--- src/rtl/i2c_pkg.sv ---
// Shared definitions for the I2C slave byte engine: state encoding, sync reset value, byte width.
package i2c_pkg;

    localparam int         BYTE_W   = 8;
    localparam logic [1:0] SYNC_RST = 2'b11;

    typedef enum logic [2:0] {
        S_IDLE,
        S_ADDR,
        S_ADDR_ACK,
        S_WRITE,
        S_WR_ACK,
        S_READ,
        S_RD_ACK,
        S_WAIT
    } state_t;

endpackage

--- src/rtl/i2c_shift_reg.sv ---
// Byte shift register: parallel load for transmit, serial MSB-first shift for both directions,
// with a 3-bit bit counter that wraps at each byte boundary.
module i2c_shift_reg
    import i2c_pkg::*;
(
    input  logic              clk,
    input  logic              rst_n,
    input  logic              i_clr,
    input  logic              i_load,
    input  logic [BYTE_W-1:0] i_load_data,
    input  logic              i_shift,
    input  logic              i_sin,
    output logic [BYTE_W-1:0] o_data,
    output logic              o_byte_done
);

    logic [BYTE_W-1:0] r_data;
    logic [2:0]        r_cnt;

    always_ff @(posedge clk or negedge rst_n) begin
        if (!rst_n) begin
            r_data <= '0;
            r_cnt  <= '0;
        end else if (i_clr) begin
            r_cnt  <= '0;
        end else if (i_load) begin
            r_data <= i_load_data;
            r_cnt  <= '0;
        end else if (i_shift) begin
            r_data <= {r_data[BYTE_W-2:0], i_sin};
            r_cnt  <= r_cnt + 3'd1;
        end
    end

    // Asserted during the shift that completes the byte (the 8th).
    assign o_byte_done = i_shift & (r_cnt == 3'd7);
    assign o_data      = r_data;

endmodule

--- src/rtl/i2c_slave_byte_fsm.sv ---
// I2C slave protocol engine: address match, write byte capture, read byte drive and ACK handling.
// SDA is driven only as an open-drain pull-low enable, updated on the locally detected SCL fall.
module i2c_slave_byte_fsm
    import i2c_pkg::*;
#(
    parameter logic [6:0] SLAVE_ADDR = 7'h42
) (
    input  logic              clk,
    input  logic              rst_n,
    input  logic              sda_in,
    input  logic              scl_in,
    input  logic              start_det,
    input  logic              stop_det,
    input  logic              scl_rise,
    input  logic [BYTE_W-1:0] tx_data,
    output logic              sda_oe,
    output logic [BYTE_W-1:0] rx_data,
    output logic              rx_valid,
    output logic              tx_req,
    output logic              addr_hit,
    output logic              rw
);

    state_t            r_state, w_state_nxt;
    logic [1:0]        r_sda_sync, r_scl_sync;
    logic              r_sda_oe, w_sda_oe_nxt;
    logic              r_addr_hit, w_addr_hit_nxt;
    logic              r_rw, w_rw_nxt;
    logic [BYTE_W-1:0] r_rx_data, w_rx_data_nxt;
    logic              r_rx_valid, w_rx_valid_nxt;
    logic              r_tx_pend, w_tx_pend_nxt;
    logic              w_sda_s, w_scl_fall;
    logic              w_clr, w_load, w_shift, w_sin, w_tx_req;
    logic [BYTE_W-1:0] w_sr_data;
    logic              w_byte_done;

    i2c_shift_reg u_shift (
        .clk         (clk),
        .rst_n       (rst_n),
        .i_clr       (w_clr),
        .i_load      (w_load),
        .i_load_data (tx_data),
        .i_shift     (w_shift),
        .i_sin       (w_sin),
        .o_data      (w_sr_data),
        .o_byte_done (w_byte_done)
    );

    assign w_sda_s    = r_sda_sync[1];
    assign w_scl_fall = r_scl_sync[1] & ~r_scl_sync[0];

    always_ff @(posedge clk or negedge rst_n) begin
        if (!rst_n) begin
            r_state    <= S_IDLE;
            r_sda_sync <= SYNC_RST;
            r_scl_sync <= SYNC_RST;
            r_sda_oe   <= 1'b0;
            r_addr_hit <= 1'b0;
            r_rw       <= 1'b0;
            r_rx_data  <= '0;
            r_rx_valid <= 1'b0;
            r_tx_pend  <= 1'b0;
        end else begin
            r_state    <= w_state_nxt;
            r_sda_sync <= {r_sda_sync[0], sda_in};
            r_scl_sync <= {r_scl_sync[0], scl_in};
            r_sda_oe   <= w_sda_oe_nxt;
            r_addr_hit <= w_addr_hit_nxt;
            r_rw       <= w_rw_nxt;
            r_rx_data  <= w_rx_data_nxt;
            r_rx_valid <= w_rx_valid_nxt;
            r_tx_pend  <= w_tx_pend_nxt;
        end
    end

    always_comb begin
        w_state_nxt    = r_state;
        w_sda_oe_nxt   = r_sda_oe;
        w_addr_hit_nxt = r_addr_hit;
        w_rw_nxt       = r_rw;
        w_rx_data_nxt  = r_rx_data;
        w_rx_valid_nxt = 1'b0;
        w_tx_pend_nxt  = r_tx_pend;
        w_clr          = 1'b0;
        w_load         = 1'b0;
        w_shift        = 1'b0;
        w_sin          = 1'b0;
        w_tx_req       = 1'b0;

        if (stop_det) begin
            w_state_nxt    = S_IDLE;
            w_sda_oe_nxt   = 1'b0;
            w_addr_hit_nxt = 1'b0;
            w_tx_pend_nxt  = 1'b0;
        end else if (start_det) begin
            w_state_nxt    = S_ADDR;
            w_clr          = 1'b1;
            w_sda_oe_nxt   = 1'b0;
            w_addr_hit_nxt = 1'b0;
            w_tx_pend_nxt  = 1'b0;
        end else begin
            case (r_state)
                S_IDLE: ;
                S_ADDR: begin
                    if (scl_rise) begin
                        w_shift = 1'b1;
                        w_sin   = w_sda_s;
                        // On the 8th bit the address is already in [6:0] and the R/W bit is on the wire.
                        if (w_byte_done) begin
                            if (w_sr_data[6:0] == SLAVE_ADDR) begin
                                w_rw_nxt    = w_sda_s;
                                w_state_nxt = S_ADDR_ACK;
                            end else begin
                                w_state_nxt = S_WAIT;
                            end
                        end
                    end
                end
                S_ADDR_ACK: begin
                    // addr_hit doubles as the phase flag: clear before the ACK slot, set during it.
                    if (w_scl_fall) begin
                        if (!r_addr_hit) begin
                            w_sda_oe_nxt   = 1'b1;
                            w_addr_hit_nxt = 1'b1;
                        end else if (r_rw) begin
                            w_sda_oe_nxt  = ~w_sr_data[7];
                            w_tx_pend_nxt = 1'b0;
                            w_state_nxt   = S_READ;
                        end else begin
                            w_sda_oe_nxt = 1'b0;
                            w_state_nxt  = S_WRITE;
                        end
                    end else if (scl_rise && r_addr_hit && r_rw) begin
                        w_tx_req = 1'b1;
                        w_load   = 1'b1;
                    end
                end
                S_WRITE: begin
                    if (scl_rise) begin
                        w_shift = 1'b1;
                        w_sin   = w_sda_s;
                        if (w_byte_done) begin
                            w_rx_data_nxt  = {w_sr_data[6:0], w_sda_s};
                            w_rx_valid_nxt = 1'b1;
                            w_state_nxt    = S_WR_ACK;
                        end
                    end
                end
                S_WR_ACK: begin
                    if (w_scl_fall) begin
                        if (!r_sda_oe) begin
                            w_sda_oe_nxt = 1'b1;
                        end else begin
                            w_sda_oe_nxt = 1'b0;
                            w_state_nxt  = S_WRITE;
                        end
                    end
                end
                S_READ: begin
                    if (w_scl_fall) begin
                        // A byte loaded after a master ACK still has its MSB to put on the wire.
                        if (r_tx_pend) begin
                            w_sda_oe_nxt  = ~w_sr_data[7];
                            w_tx_pend_nxt = 1'b0;
                        end else begin
                            w_shift = 1'b1;
                            if (w_byte_done) begin
                                w_sda_oe_nxt = 1'b0;
                                w_state_nxt  = S_RD_ACK;
                            end else begin
                                w_sda_oe_nxt = ~w_sr_data[6];
                            end
                        end
                    end
                end
                S_RD_ACK: begin
                    if (scl_rise) begin
                        if (!w_sda_s) begin
                            w_tx_req      = 1'b1;
                            w_load        = 1'b1;
                            w_tx_pend_nxt = 1'b1;
                            w_state_nxt   = S_READ;
                        end else begin
                            w_state_nxt = S_WAIT;
                        end
                    end
                end
                S_WAIT: begin
                    w_sda_oe_nxt = 1'b0;
                end
                default: begin
                    w_state_nxt  = S_IDLE;
                    w_sda_oe_nxt = 1'b0;
                end
            endcase
        end
    end

    assign sda_oe   = r_sda_oe;
    assign rx_data  = r_rx_data;
    assign rx_valid = r_rx_valid;
    assign tx_req   = w_tx_req;
    assign addr_hit = r_addr_hit;
    assign rw       = r_rw;

endmodule

--- config.mk ---
export PLATFORM = sky130hd
export DESIGN_NAME = i2c_slave_byte_fsm
export DESIGN_NICKNAME = d
export VERILOG_FILES = /design/src/rtl/i2c_pkg.sv /design/src/rtl/i2c_shift_reg.sv /design/src/rtl/i2c_slave_byte_fsm.sv
export SDC_FILE = /design/constraint.sdc
export NUM_CORES = 1
export LEC_CHECK = 0
export BUFFER_PORTS_ARGS = -buffer_cell sky130_fd_sc_hd__buf_2
export CAP_MARGIN = 20
export CORE_UTILIZATION = 55
export DETAILED_ROUTE_END_ITERATION = 8
export PLACE_DENSITY = 0.83
export REMOVE_ABC_BUFFERS = 1
export SLEW_MARGIN = 20
export SYNTH_ARGS = -nofsm -noshare
export SYNTH_HDL_FRONTEND = slang
export SYNTH_SLANG_ARGS = --single-unit
--- constraint.sdc ---
create_clock -name clk -period 2.45 [get_ports clk]
set_input_delay 0.3675 -clock clk [delete_from_list [all_inputs] [get_ports clk]]
set_output_delay 0.3675 -clock clk [all_outputs]
set_load 0.01 [all_outputs]
==> impl_metrics.ini <==
[status]
status = finished, violations left
violations = design-rule violations

[finish]
diodes = 0
stdcell_count = 218
syn_to_final_growth_pct = 10.96
drive_gt1_share_pct = 34.76
num-nets-final = 203
fill_cells = 236

[timing]
setup_tns_ps = 0
slew_headroom_pct = 53.69
max_freq_mhz = 424.4
fin_ws_ps = 93.81
hold_ws_ps = 64.82
fin_worst_skew_ps = 4.562
post-route-period-util_pct = 96.17
drv_slew = 0
hold_viol_final = 0
worst_pin_slew_ps = 694.6
post-route-min-period_ps = 2356
rsz0062_at_grt = false
setup_viol = 0

[cts]
cts_buffer_depth = 2
clk_latency_ps = 340
cts_setup_buffers = 0
cts.sinks = 31
h-tree-depth = 2
numCtsBuffers = 5
clk_pin_slew_worst_paths_ps = 100
clockRootBuffer = clkbuf_4
tritoncts = yes
cts_hold_buf = 0
postCtsResizedCells = 0

[die]
floorplan.die_area_sq_um = 3339
die_h_um = 57.79
die_w_um = 57.79
start_util_pct = 60.00
io_pins = 28
coreArea_sq_um = 2853
fp-row-count = 19

[power_and_ir_drop]
leakage_nw = 0.8775
power_mw = 0.9648
power.density_nw_per_um2 = 508.0
worst_ir_drop_vdd_v = 0.0003611

[synthesis]
synth_top_area_share_pct = 39.47
netlist_instances = 159
yosys.area.top_type = dfrtp_1
synth_enable_flop_cells = 0
yosys-top-cells-area = dfrtp_1 39%, dfstp_2 6.1%, mux2_2 5.9%
netlist_area_sq_um = 1712
ys_ff_latch = 31
yosysMostFrequentCell = dfrtp_1
synthFlopType = dfrtp_1
ys_warn_count = 0
ys_types = 48
async_reset_ff_share_pct = 100.0
yosysSeqAreaShare_pct = 45.61
syn_avg_cell_area_sq_um = 10.77
synth_common_cells = 27 x dfrtp_1, 15 x nand2_1, 9 x mux2_2

[detailed_routing]
detail_route.first_pass.iterations = 6
routed_via_density = 6.252
wl_per_cell_um = 17.16
routed_wl_um = 3740
drt_iter0_drc = 94
route.detailed.drc = 1
ant_nets = 0
dr_total_vias = 1363

[critical_path]
cpPeakStageDelay_ps = 680
crit_chain = nor2b_1, o2111a_1, buf_2
crit_fanout = 16
cp-start-kind = register
path_class = register to output port
cp_num_buf_inv = 1
crit_slowest_cell = dfrtp_1
worst_ep_required_time_ps = 2080
cp-end-kind = output port
worst_ep_arrival_time_ps = 1990
critPathTopFamily = flip-flops

[grt]
overflow = 0
grt_pass1_wl_um = 6141
antenna_found_initial = 0
gr-usage-all-layers_pct = 25.06
grt_pass1_vias = 1278
grt_start_max_net_pins = 32

[placed_design]
dp_cells = 210
place_congestion = 0.8853
io_buffers = 27
dp_slack_ps = 507.8
dp_hpwl_um = 2611

[run]
cap_violations = 0

[min_path]
hold_class = primary input to async pin
## layout make-up
cell class	count	area (sq um)	share of cell area, %
clock buffer	6	41.29	2.174
sequential	31	782.0	41.17
multi-input combinational	110	837.1	44.07
clock inverter	2	12.51	0.6588
inverter	8	30.03	1.581
timing repair buffer	30	157.7	8.300
tap	31	38.79	2.042
## layer usage
layer	global-route usage (%)	up-vias	share of wire, %
met5	0	-	0
met2	39.04	74	46
li1	-	641	-
met1	33.38	630	44
met3	6.473	18	6.5
met4	10.88	0	3.2
## path summary, 6_finish.rpt
| check | start | endpoint | slack (ps) | cells after the start |
|---|---|---|---|---|
| min in group clk | sda_in | r_sda_sync[0] | 120 | 1 |
| max in group asynchronous | rst_n | r_state[2] | 1900 | 1 |
| setup / recovery | r_state[1] | tx_req | 90 | 3 |
| hold reg to reg | r_sda_sync[0] | r_sda_sync[1] | 360 | 0 |
| setup reg to reg | r_state[1] | sda_oe | 430 | 6 |
| hold / removal | rst_n | sda_oe | 60 | 1 |
## power by group
| group | switching [mW] | internal [mW] | total [mW] |
|---|---|---|---|
| clock network | 0.181 | 0.110 | 0.291 |
| logic | 0.0541 | 0.0466 | 0.101 |
| registers | 0.0292 | 0.544 | 0.573 |
| total | 0.264 | 0.701 | 0.965 |
## cell families (layout without fill, tap and decap cells)
logic type,count (synthesis),in the layout,share of synthesized area (%)
flops,31,31,45.61
fa+ha+maj,2,2,1.462
buf+inv,18,46,5.482
simple gates,46,46,16.30
compound gates,46,46,21.13
mux,16,16,10.01
## layout by cell type, fill, tap and decap left out, types with 4 or more instances in the layout
cell,instances
a31oi_1,4
dfstp_2,4
inv_1,8
nand2_1,15
dfrtp_1,26
o21ai_0,6
nor2b_1,4
nor3_1,4
mux2i_1,7
buf_2,27
a21oi_1,5
mux2_2,9
o21ai_1,6
clkbuf_4,5
nor2_1,8
## flip-flops by register name, summed over array words and instances, names as in the netlist
name            flops
addr_hit            1
r_scl_sync          2
r_sda_sync          2
r_state             3
r_tx_pend           1
rw                  1
rx_data             8
rx_valid            1
sda_oe              1
u_shift.o_data      8
u_shift.r_cnt       3
## metrics by stage
step	cell area [sq um]	util, %
floorplan	1648	-
global placement	1844	64.65
detailed placement	1844	64.65
CTS	1898	66.54
global route	1899	66.58
finish	1899	66.58
Power figures use the tool's default switching activity.
